### src/rtl/stopwatch_tx_report.sv
// Stopwatch status reporter: snapshots the time and run state on request and
// streams it as an ASCII frame ("R 01:02:03.45\r\n") into the UART TX FIFO.
module stopwatch_tx_report #(
  parameter int SEND_STATUS = 1
) (
  input  logic       clk,
  input  logic       rst,
  input  logic       req,
  input  logic       run_stop,
  input  logic [4:0] w_hour,
  input  logic [5:0] w_min,
  input  logic [5:0] w_sec,
  input  logic [6:0] w_msec,
  input  logic       tx_full,
  output logic       tx_push,
  output logic [7:0] tx_data,
  output logic       busy
);

  localparam int FRAME_LEN = (SEND_STATUS != 0) ? 15 : 13;
  localparam logic [3:0] LAST_IDX = 4'(FRAME_LEN - 1);

  typedef enum logic {IDLE, SEND} state_t;

  state_t     state_reg, state_next;
  logic [3:0] idx_reg, idx_next;
  logic       pending_reg, pending_next;
  logic       capture;

  logic       snap_run_reg;
  logic [4:0] snap_hour_reg;
  logic [5:0] snap_min_reg;
  logic [5:0] snap_sec_reg;
  logic [6:0] snap_msec_reg;

  always_ff @(posedge clk) begin
    if (rst) begin
      state_reg     <= IDLE;
      idx_reg       <= 4'd0;
      pending_reg   <= 1'b0;
      snap_run_reg  <= 1'b0;
      snap_hour_reg <= 5'd0;
      snap_min_reg  <= 6'd0;
      snap_sec_reg  <= 6'd0;
      snap_msec_reg <= 7'd0;
    end else begin
      state_reg   <= state_next;
      idx_reg     <= idx_next;
      pending_reg <= pending_next;
      // Saturate once at capture so the formatter only ever sees legal values
      if (capture) begin
        snap_run_reg  <= run_stop;
        snap_hour_reg <= (w_hour > 5'd23) ? 5'd23 : w_hour;
        snap_min_reg  <= (w_min > 6'd59) ? 6'd59 : w_min;
        snap_sec_reg  <= (w_sec > 6'd59) ? 6'd59 : w_sec;
        snap_msec_reg <= (w_msec > 7'd99) ? 7'd99 : w_msec;
      end
    end
  end

  always_comb begin
    state_next   = state_reg;
    idx_next     = idx_reg;
    pending_next = pending_reg;
    capture      = 1'b0;
    tx_push      = 1'b0;
    busy         = 1'b0;
    case (state_reg)
      IDLE: begin
        if (req || pending_reg) begin
          capture      = 1'b1;
          idx_next     = 4'd0;
          pending_next = 1'b0;
          state_next   = SEND;
        end
      end
      SEND: begin
        busy    = 1'b1;
        tx_push = ~tx_full;
        if (req) pending_next = 1'b1;
        if (tx_push) begin
          idx_next = idx_reg + 4'd1;
          if (idx_reg == LAST_IDX) state_next = IDLE;
        end
      end
      default: state_next = IDLE;
    endcase
    if (rst) tx_push = 1'b0;
  end

  // Field order: hour, minute, second, centisecond
  logic [6:0] field   [4];
  logic [7:0] tens_ch [4];
  logic [7:0] ones_ch [4];

  assign field[0] = {2'b00, snap_hour_reg};
  assign field[1] = {1'b0, snap_min_reg};
  assign field[2] = {1'b0, snap_sec_reg};
  assign field[3] = snap_msec_reg;

  genvar gi;
  generate
    for (gi = 0; gi < 4; gi++) begin : g_digit
      assign tens_ch[gi] = 8'h30 + {1'b0, field[gi] / 7'd10};
      assign ones_ch[gi] = 8'h30 + {1'b0, field[gi] % 7'd10};
    end
  endgenerate

  // Without the status prefix the index is shifted onto the same byte map
  logic [3:0] pos;
  logic [7:0] frame_byte;
  assign pos = (SEND_STATUS != 0) ? idx_reg : idx_reg + 4'd2;

  always_comb begin
    frame_byte = 8'h00;
    case (pos)
      4'd0:    frame_byte = snap_run_reg ? 8'h52 : 8'h53;
      4'd1:    frame_byte = 8'h20;
      4'd2:    frame_byte = tens_ch[0];
      4'd3:    frame_byte = ones_ch[0];
      4'd4:    frame_byte = 8'h3A;
      4'd5:    frame_byte = tens_ch[1];
      4'd6:    frame_byte = ones_ch[1];
      4'd7:    frame_byte = 8'h3A;
      4'd8:    frame_byte = tens_ch[2];
      4'd9:    frame_byte = ones_ch[2];
      4'd10:   frame_byte = 8'h2E;
      4'd11:   frame_byte = tens_ch[3];
      4'd12:   frame_byte = ones_ch[3];
      4'd13:   frame_byte = 8'h0D;
      4'd14:   frame_byte = 8'h0A;
      default: frame_byte = 8'h00;
    endcase
  end

  assign tx_data = (state_reg == SEND) ? frame_byte : 8'h00;

endmodule

### config.mk
export PLATFORM = sky130hd
export DESIGN_NAME = stopwatch_tx_report
export DESIGN_NICKNAME = d
export VERILOG_FILES = /design/src/rtl/stopwatch_tx_report.sv
export SDC_FILE = /design/constraint.sdc
export NUM_CORES = 1
export LEC_CHECK = 0
export ABC_AREA = 1
export CORE_AREA = 4 4 82 84
export CTS_BUF_LIST = sky130_fd_sc_hd__clkbuf_4
export DETAILED_ROUTE_END_ITERATION = 8
export DIE_AREA = 0 0 86 88
export PLACE_DENSITY = 0.76
export SETUP_SLACK_MARGIN = 0.4
export SYNTH_ARGS = -nofsm -noshare
export SYNTH_HDL_FRONTEND = slang
export SYNTH_SLANG_ARGS = --single-unit
### constraint.sdc
create_clock -name clk -period 3.15 [get_ports clk]
set_input_delay 0.63 -clock clk [delete_from_list [all_inputs] [get_ports clk]]
set_output_delay 0.63 -clock clk [all_outputs]
set_load 0.02 [all_outputs]
==> summary.txt, run 1 <==
Outcome
  • Outcome: complete, but fails checks
  • Failing checks: setup timing

Flow run
  • Max Cap Viol: 0

Power and ir drop
  • Power density cells: 375 mW/mm²
  • Max VDD drop: 0.000320 V
  • Leak: 0.00205 µW

Finish
  • Final net count: 651
  • Most common cell after layout, fill and taps aside: nand2_1
  • Share of layout cells above drive strength 1: 33.8%
  • Antenna diodes: 0
  • # fillers: 479
  • Area growth, synth to finish: 50.4%
  • Fin cells: 685
  • Post-layout util: 75.3%
  • Commonest non-fill, non-tap cells in the layout: 95 x nand2_1, 87 x buf_4, 61 x inv_1
  • Final instance area: 0.00446 mm²
  • Max reg flops: 7

Timing
  • Crit share post-route: 113%
  • RSZ-0062 raised after global routing: yes
  • # setup viols final: 8
  • TNS Setup: -2.76 ns
  • Max Freq: 280 MHz
  • Slew headroom: 66.4%
  • Slew Limit Fails: 0
  • Final WS setup: -0.419 ns
  • Clock Skew: 0.00475 ns
  • Hold Violations, Final: 0
  • Slew @ Worst Pin: 0.503 ns
  • Fin crit period: 3.57 ns

Route
  • DRC viols: 0
  • Routed Antenna Nets: 0
  • DRT Pass-1 Iters: 5
  • WL per Instance: 14.1 µm
  • Initial DRC Count: 252
  • Routed wire length: 9670 µm
  • Drt via density: 5.54
  • Vias: 3,795

Global route
  • Initial antenna violation count: 0
  • Vias in the first global route: 3,601
  • Tot GR Track Use: 25.2%
  • Global-route wire length before repair: 15,400 µm
  • Largest net degree at the start of global routing: 36
  • Remaining Overflow, GRT: 0

Synth
  • Main area contributors after synthesis: dfxtp_1 21%, nand2_1 14%, inv_1 8.7%, nor2_1 7.3%, nand3_1 6.8%
  • Post-synthesis async set-or-reset flop share: 0%
  • Ys Warns: 0
  • Synthesized instance count: 486
  • EDFF count, synth: 0
  • Main synth FF type: dfxtp_1
  • Yosys cell types: 43
  • Mapped Area: 0.00296 mm²
  • Cell accounting for the most synthesized area: dfxtp_1
  • Post-Syn Area per Cell: 6.10 µm²
  • Syn Nets: 528
  • Yosys reg bits: 31
  • Seq/Total Area, Yosys: 20.9%
  • Post-synth top area share: 20.9%

Clocking
  • Worst-skew pair later-pin latency: 0.35 ns
  • Clk slew on worst S/H paths: 0.10 ns
  • Clock Path Buffers: 2
  • Cts bufs inserted: 5
  • CTS tree: done
  • Root Driver: clkbuf_4
  • Clock sink count: 31
  • H-tree Lvls: 2

Setup path
  • Crit path kind: reg2out
  • Max Fanout on Critical Path: 5
  • WP data required: 2.52 ns
  • Crit start category: flop
  • Worst Setup End Kind: output port
  • Critical path data arrival time: 2.94 ns

Placement
  • Final Wtd Congestion: 0.974
  • Worst slack, placed: -0.464 ns
  • Post-Place Cells: 669
  • Number of port buffers: 38
  • Detailed-placement wirelength estimate: 7010 µm
  • DP Area: 0.00410 mm²

Floorplanning
  • Row count: 28
  • I/O pin count: 39
  • Die height: 88 µm
  • Die width: 86 µm
  • Initial core utilization: 50.1%
  • Die Area: 0.00757 mm²
  • Core Footprint: 0.00592 mm²

Min path
  • Hold WC Path Type: reg2reg
[logic make-up (layout without fill, tap and decap cells)]
family | Yosys count | after routing | synth area share (%)
buf+inv | 88 | 212 | 11.4
flops | 31 | 31 | 20.9
fa+ha+maj | 13 | 13 | 5.49
xor+xnor | 4 | 4 | 1.18
simple gates | 252 | 252 | 40.2
compound gates | 98 | 98 | 20.8
[worst max-delay path, cell delays in order, from the launching register on]
cell and delay [ns]:
dfxtp_4 0.37, inv_4 0.04, ha_4 0.16, nor2_4 0.10
nand2_4 0.10, nand3_2 0.08, nand3_2 0.08, nand2_4 0.09
nand4_1 0.15, nand2_2 0.12, inv_2 0.06, ha_4 0.16
inv_4 0.05, nand3_4 0.08, nand3_1 0.12, nor2_2 0.06
nor2_2 0.10, nand2_2 0.09, nand2_4 0.09, nor2_1 0.05
nand2_1 0.08, nand2_2 0.07, a21oi_4 0.15, buf_6 0.13
[layer usage]
metal | vias up | GRT usage, % | wire length, µm
met5 | - | 0 | 0
met4 | 0 | 9.50 | 265
met3 | 23 | 4.14 | 614
met2 | 151 | 46.9 | 4840
met1 | 1762 | 28.7 | 3950
li1 | 1859 | - | -
[Yosys cell counts (2+ instances only)]
master / number
clkbuf_1: 7
a21oi_2: 3
nand2_4: 7
o21ai_2: 2
a211oi_1: 5
nor2_4: 2
inv_1: 69
ha_1: 13
nand2_2: 10
nand3_2: 3
a221oi_1: 7
nand3b_1: 4
clkinv_1: 3
o21a_1: 2
nor3_1: 8
xor2_1: 4
o21ai_1: 2
dfxtp_1: 31
nand3_1: 40
o211ai_1: 5
inv_2: 7
nor2_1: 58
o21ai_4: 2
nand4_1: 7
o21ai_0: 25
a21oi_1: 37
nand2_1: 107
[where the power goes]
| group | leakage (µW) | switching [µW] | internal (µW) |
|---|---|---|---|
| clock | 0.0000426 | 149 | 163 |
| combinational | 0.00175 | 504 | 411 |
| sequential | 0.000259 | 23.8 | 423 |
[path summary, 6_finish.rpt]
kind / start / to / slack, ns / cells past startpoint
max: snap_min_reg[4] / tx_data[6] / -0.42 / 23
min: snap_run_reg / snap_run_reg / 0.56 / 2
max reg2reg: state_reg / snap_sec_reg[0] / 1.47 / 5
min reg2reg: snap_run_reg / snap_run_reg / 0.56 / 2
[what timing repair did]
action	in CTS	in global routing
pin swaps	17	22
setup buffers	6	2
gates resized for setup	76	32
setup endpoints to repair	9	8
hold buffers	0	0
[cell type report]
| type | count | area, µm² | share of cell area [%] |
|---|---|---|---|
| clock buffers | 5 | 37.5 | 0.842 |
| clock inverters | 3 | 38.8 | 0.870 |
| inverters | 79 | 308 | 6.91 |
| multi-input cells | 367 | 2290 | 51.4 |
| flip-flops and latches | 31 | 634 | 14.2 |
| well taps | 75 | 93.8 | 2.11 |
| repair buffers | 125 | 1050 | 23.6 |
[per-stage QoR]
stage	power (µW)	hold WS (ns)
finish	1670	0.556
floorplan	926	0.462
global route	1790	0.572
detailed placement	1250	0.529
CTS	1620	0.559
global placement	1230	0.503
(Power assumes the default switching activity.)
==> run 2, diff against run 1 <==
--- a/config.mk
+++ b/config.mk
@@ -11,7 +11,7 @@
 export DETAILED_ROUTE_END_ITERATION = 8
 export DIE_AREA = 0 0 86 88
 export PLACE_DENSITY = 0.76
-export SETUP_SLACK_MARGIN = 0.4
+export SETUP_SLACK_MARGIN = 0.02
 export SYNTH_ARGS = -nofsm -noshare
 export SYNTH_HDL_FRONTEND = slang
 export SYNTH_SLANG_ARGS = --single-unit
==> run 2 against run 1 <==
- the run still ends with setup timing left
- worst hold slack worse by 0.016 ns
- first-iteration DRC count is 6.3% higher
- flip-flop and latch count unchanged
- global-route usage is 0.19 points higher
- total power is 0.45% higher
- die area stayed put
- critical endpoint unchanged
- largest power group unchanged
==> summary.txt, run 2 (synthesized netlist as in run 1, its figures left out) <==
Outcome
  • Outcome: complete, but fails checks
  • Failing checks: setup timing

Setup path
  • Max Fanout on Critical Path: 5 (unchanged)
  • R2r worst-path depth: 4 (-1)
  • Reg2reg start: state_reg
  • Worst Setup End Kind: output port
  • Worst setup path startpoint: snap_min_reg[4]
  • R2R Setup Slk: 1.37 ns (-0.10 ns)
  • Crit start category: flop
  • Crit path kind: reg2out
  • WP data required: 2.52 ns (about the same)
  • End of the worst register-to-register path: idx_reg[2]
  • Critical Path End: tx_data[6]
  • Critical path data arrival time: 3.10 ns (+0.16 ns)

Power and ir drop
  • Max VDD drop: 0.000303 V (-5.4%)
  • Leak: 0.00207 µW (+1.1%)
  • Power density cells: 382 mW/mm² (+1.6%)

Timing
  • Max Freq: 268 MHz (-4.2%)
  • Slew Limit Fails: 0 (unchanged)
  • Slew headroom: 67.5% (+1.1 points)
  • Crit share post-route: 118% (+4.9 points)
  • Hold Violations, Final: 0 (unchanged)
  • TNS Setup: -4.03 ns (-1.27 ns)
  • Fin crit period: 3.73 ns (+0.156 ns)
  • RSZ-0062 raised after global routing: yes
  • # setup viols final: 8 (unchanged)
  • Final WS setup: -0.575 ns (-0.156 ns)
  • Clock Skew: 0.0145 ns (+0.00977 ns)
  • Slew @ Worst Pin: 0.482 ns (-0.0215 ns)

Clocking
  • Worst-skew pair later-pin latency: 0.35 ns (about the same)
  • Clk slew on worst S/H paths: 0.11 ns (about the same)
  • Clock Path Buffers: 2 (unchanged)
  • H-tree Lvls: 2 (unchanged)
  • Cts bufs inserted: 5 (unchanged)
  • Root Driver: clkbuf_4
  • Clock sink count: 31 (unchanged)
  • CTS tree: done

Global route
  • Global-route wire length before repair: 15,500 µm (+0.36%)
  • Tot GR Track Use: 25.4% (+0.19 points)
  • Vias in the first global route: 3,495 (-2.9%)
  • Largest net degree at the start of global routing: 36 (unchanged)
  • Remaining Overflow, GRT: 0 (unchanged)
  • Initial antenna violation count: 0 (unchanged)

Placement
  • Detailed-placement wirelength estimate: 6980 µm (-0.50%)
  • Final Wtd Congestion: 0.915 (-6.0%)
  • Worst slack, placed: -0.559 ns (-0.0949 ns)
  • Number of port buffers: 38 (unchanged)

Route
  • Initial DRC Count: 268 (+6.3%)
  • DRT Pass-1 Iters: 5 (unchanged)
  • DRC viols: 0 (unchanged)
  • Routed Antenna Nets: 0 (unchanged)
  • WL per Instance: 14.1 µm (about the same)
  • Routed wire length: 9680 µm (about the same)
  • Vias: 3,710 (-2.2%)
  • Drt via density: 5.41 (-2.4%)

Floorplanning
  • I/O pin count: 39 (unchanged)
  • Row count: 28 (unchanged)
  • Core Footprint: 0.00592 mm² (unchanged)
  • Die Area: 0.00757 mm² (unchanged)
  • Initial core utilization: 50.1% (unchanged)
  • Die width: 86 µm (unchanged)
  • Die height: 88 µm (unchanged)

Finish
  • Max reg flops: 7 (unchanged)
  • Multi-input logic area: 0.00222 mm² (-2.9%)
  • Commonest non-fill, non-tap cells in the layout: 98 x nand2_1, 86 x buf_4, 63 x inv_1
  • # fillers: 456 (-4.8%)
  • Sequential Area: 632 µm² (-0.39%)
  • Share of layout cells above drive strength 1: 30.8% (-3.0 points)
  • Final net count: 652 (+0.15%)
  • Most common cell after layout, fill and taps aside: nand2_1
  • Antenna diodes: 0 (unchanged)
  • Area growth, synth to finish: 48.6%

Flow run
  • Max Cap Viol: 0 (unchanged)

Min path
  • Hold WC Path Type: reg2reg
run 2: cell count changes in the layout (fill, tap and decap cells not counted), sizes merged:
cell | before | now
buf | 95 | 96
run 2: per-layer routing:
metal	wire, µm	up-vias	GRT usage, %
met5	0	-	0
met4	420	0	12.7
met3	532	40	4.33
met2	4670	138	44.5
met1	4060	1677	29.8
li1	-	1855	-
run 2: report_power, final:
group	internal, µW	switching [µW]	total, µW
Clock	167	153	320
Combinational	414	499	913
Sequential	423	24.7	448
Total	1000	677	1680
run 2: worst min path at each step:
stage                           startpoint               end  slack (ns)  cells past startpoint
final                          pending_reg       pending_reg        0.54                      2
after global routing       snap_sec_reg[0]   snap_sec_reg[0]        0.59                      2
after CTS                 snap_msec_reg[2]  snap_msec_reg[2]        0.55                      2
after detailed placement       pending_reg       pending_reg        0.53                      2
after global placement         pending_reg       pending_reg        0.51                      2
after floorplan            snap_sec_reg[4]   snap_sec_reg[4]        0.46                      2
run 2: repair_timing:
action	4_1_cts	5_1_grt
hold buffers	0	0
cloned	0	0
gates resized for setup	76	26
setup endpoints to repair	8	8
buffers inserted	8	4
hold endpoints to repair	0	0
pin swaps	25	34
run 2: cell type report:
cell class	instances	area share, %
timing repair buffer	126	24.1
clock buffer	5	0.852
tap	75	2.13
clock inverter	3	0.994
multi-input combinational	367	50.5
inverter	79	7.07
sequential	31	14.3
run 2: worst max-delay path: stages, from the launching register on:
cell     delay [ns]
dfxtp_4        0.38
inv_4          0.04
ha_4           0.15
nor2_4         0.12
nand2_4        0.07
nand2_4        0.10
buf_4          0.11
buf_4          0.12
nand2_1        0.06
nand2_2        0.09
nand3_1        0.25
nand2_4        0.20
inv_2          0.07
nand2_1        0.10
nand2_1        0.06
nand2_1        0.12
nand3_4        0.09
nand2_4        0.11
nor2_2         0.06
nand2_1        0.08
nand2_2        0.07
a21oi_4        0.15
buf_6          0.14
run 2: through the flow:
stage	util, %	power (µW)	cells	instance area (µm²)	hold slack (ns)
floorplan	-	909	486	3000	0.462
global placement	67.8	1200	667	4020	0.508
detailed placement	67.8	1230	667	4020	0.531
CTS	72.5	1610	683	4290	0.553
global route	74.4	1800	686	4400	0.587
finish	74.4	1680	686	4400	0.540
==> run 3, diff against run 2 <==
--- a/config.mk
+++ b/config.mk
@@ -10,7 +10,8 @@
 export CTS_BUF_LIST = sky130_fd_sc_hd__clkbuf_4
 export DETAILED_ROUTE_END_ITERATION = 8
 export DIE_AREA = 0 0 86 88
-export PLACE_DENSITY = 0.76
+export DONT_BUFFER_PORTS = 1
+export PLACE_DENSITY = 0.67
 export SETUP_SLACK_MARGIN = 0.02
 export SYNTH_ARGS = -nofsm -noshare
 export SYNTH_HDL_FRONTEND = slang
==> constraint.sdc (replaced) <==
create_clock -name clk -period 3.2 [get_ports clk]
set_input_delay 0.64 -clock clk [delete_from_list [all_inputs] [get_ports clk]]
set_output_delay 0.64 -clock clk [all_outputs]
set_load 0.02 [all_outputs]
==> run 3 against run 2 <==
- highest routed layer unchanged
- total power fell by 17%
- final cell count fell by 12%
- utilization fell by 12 points
- the flow still finishes with violations (setup timing)
- clock power fell by 30%
==> summary.txt, run 3 (synthesized netlist as in run 1, its figures left out) <==
Outcome
  • Outcome: complete, but fails checks
  • Failing checks: setup timing

Clocking
  • Cts bufs inserted: 5 (unchanged)
  • Clock Path Buffers: 2 (unchanged)
  • Clk slew on worst S/H paths: 0.10 ns (about the same)
  • CTS tree: done
  • H-tree Lvls: 2 (unchanged)
  • Root Driver: clkbuf_4
  • Worst-skew pair later-pin latency: 0.33 ns (-0.02 ns)
  • Clock sink count: 31 (unchanged)

Setup path
  • Crit path kind: reg2out
  • Critical path data arrival time: 2.81 ns (-0.29 ns)
  • Crit start category: flop
  • Worst Setup End Kind: output port
  • Critical path cell sequence: inv_6, nor2_4, nand2_2, nand2_4, nand2_4, o21ai_4, nand2_4, nand3_4, nand2_4, nand2_2, inv_2, ha_4, inv_4, nand3_4, inv_4, nor2_8, nand2_4, nand2_4, o21ai_4, inv_1, nand2_1, nand2_2, a21oi_4
  • CP peak stage delay: 0.40 ns (+0.02 ns)
  • Critical path's top delay family: simple AND/OR/NAND/NOR gates
  • Max Fanout on Critical Path: 5 (unchanged)
  • Worst path buffer plus inverter count: 5 (unchanged)
  • WP data required: 2.56 ns (+0.04 ns)
  • CP dominant cell by count: nand2_4
  • Crit path max-delay cell type: dfxtp_4

Global route
  • Global-route wire length before repair: 13,500 µm (-13%)
  • Met3 usage: 3.57% (-0.75 points)
  • Vias in the first global route: 3,029 (-13%)
  • Largest net degree at the start of global routing: 36 (unchanged)
  • Top Usage Layer GRT: met2
  • Initial antenna violation count: 0 (unchanged)
  • GR Util met1: 29.3% (-0.50 points)
  • Remaining Overflow, GRT: 0 (unchanged)
  • Tot GR Track Use: 21.9% (-3.5 points)
  • Grt met2 use: 37.0% (-7.5 points)

Power and ir drop
  • Sw Ratio: 43.4% (+3.1 points)
  • Max VDD drop: 0.000247 V (-19%)
  • Combinational share of power: 52.1% (-2.2 points)
  • Cell internal pwr: 790 µW (-21%)
  • Leak: 0.00170 µW (-18%)
  • Power density cells: 375 mW/mm² (-1.7%)
  • Sequential power share: 31.9% (+5.3 points)
  • Sw Pwr: 605 µW (-11%)
  • Clock share of power: 16.0% (-3.0 points)

Route
  • Initial DRC Count: 154 (-43%)
  • DRT Pass-1 Iters: 4 (-1)
  • Drt via density: 5.32 (-1.6%)
  • Routed Antenna Nets: 0 (unchanged)
  • WL per Instance: 13.6 µm (-3.3%)
  • DRC viols: 0 (unchanged)
  • Vias: 3,218 (-13%)
  • Routed wire length: 8250 µm (-15%)

Floorplanning
  • Die width: 86 µm (unchanged)
  • Die Area: 0.00757 mm² (unchanged)
  • Initial core utilization: 50.1% (unchanged)
  • Die height: 88 µm (unchanged)
  • Row count: 28 (unchanged)
  • Core Footprint: 0.00592 mm² (unchanged)
  • I/O pin count: 39 (unchanged)

Timing
  • Worst hold slack: 0.364 ns (-0.177 ns)
  • Slew @ Worst Pin: 0.832 ns (+0.350 ns)
  • # setup viols final: 8 (unchanged)
  • RSZ-0062 raised after global routing: yes
  • Max Freq: 290 MHz
  • Slew Limit Fails: 0 (unchanged)
  • Crit share post-route: 108%
  • Fin crit period: 3.45 ns
  • Clock Skew: 0.0147 ns (+0.000201 ns)
  • Final WS setup: -0.250 ns (+0.326 ns)
  • Hold Violations, Final: 0 (unchanged)
  • Slew headroom: 44.4% (-23 points)

Placement
  • Detailed-placement wirelength estimate: 6240 µm (-11%)
  • Final Wtd Congestion: 0.996 (+8.8%)
  • Number of port buffers: 0 (-100%)
  • Worst slack, placed: -0.0888 ns (+0.470 ns)

Finish
  • Max reg flops: 7 (unchanged)
  • Final net count: 571 (-12%)
  • Most common cell after layout, fill and taps aside: nand2_1
  • Area growth, synth to finish: 25.5%
  • Antenna diodes: 0 (unchanged)
  • Commonest non-fill, non-tap cells in the layout: 84 x nand2_1, 55 x inv_1, 49 x nor2_1
  • Share of layout cells above drive strength 1: 31.1% (+0.36 points)

Flow run
  • Max Cap Viol: 0 (unchanged)

Min path
  • Hold WC Path Type: in2reg
==> run 3: changes by cell type in the layout (fill, tap and decap cells not counted), moves of 7 or more <==
cell             before  now
nand2_2              16   30
inv_1                63   55
inv_2                 8   16
buf_4                86   44
nand2_1              98   84
clkdlybuf4s50_1      30    0
buf_6                 8    1
==> run 3: worst register-to-register path: stages, from the launching register on <==
cell	delay, ns
dfxtp_1	0.45
nor2_1	0.70
clkinv_1	0.43
buf_4	0.35
a221oi_1	0.34
==> run 3: path summary, 6_finish.rpt <==
path | start | endpoint | slack [ns] | depth (start not counted)
worst max-delay path | snap_min_reg[3] | tx_data[6] | -0.25 | 23
worst min-delay path | rst | snap_hour_reg[2] | 0.36 | 1
worst max register to register | state_reg | snap_min_reg[1] | 0.85 | 4
worst min register to register | snap_sec_reg[4] | snap_sec_reg[4] | 0.49 | 2
==> run 3: through the flow <==
stage                     util [%]  std cells  TNS (ns)  power (µW)  instance area (µm²)
after floorplan                  -        486         0         893                 2990
after global placement        54.5        576         0        1010                 3220
after detailed placement      54.5        576    -0.183        1020                 3220
after CTS                     59.7        599     -1.32        1320                 3530
after global routing          62.8        605     -2.69        1510                 3720
final                         62.8        605     -1.23        1400                 3720
==> run 3: layout make-up <==
cell class | count | area [µm²]
Sequential cell | 31 | 629
Clock inverter | 2 | 7.51
Multi-Input combinational cell | 367 | 2290
Fill cell | 556 | 2200
Clock buffer | 6 | 45.0
Inverter | 79 | 312
Tap cell | 75 | 93.8
Timing Repair Buffer | 45 | 342
==> run 3: layer usage <==
metal | share of wire, % | wire length, µm | vias up
met5 | 0 | 0 | -
met4 | 1.1 | 89 | 0
met3 | 4.8 | 399 | 8
met2 | 48 | 3950 | 68
met1 | 46 | 3810 | 1454
li1 | - | - | 1688
==> run 3: power groups by stage <==
stage	Clock, µW	Combinational [µW]	Sequential (µW)
after floorplan	0	447	447
after global placement	0	556	450
after detailed placement	0	566	451
after CTS	231	649	444
after global routing	251	806	450
final	223	726	446
==> run 3: timing repair <==
| item | in CTS | in global routing |
|---|---|---|
| buffers inserted | 15 | 6 |
| hold buffers | 0 | 0 |
| hold endpoints to repair | 0 | 0 |
| gates resized for setup | 42 | 48 |
| setup endpoints to repair | 8 | 8 |
| pin swaps | 24 | 43 |
| cloned | 0 | 0 |
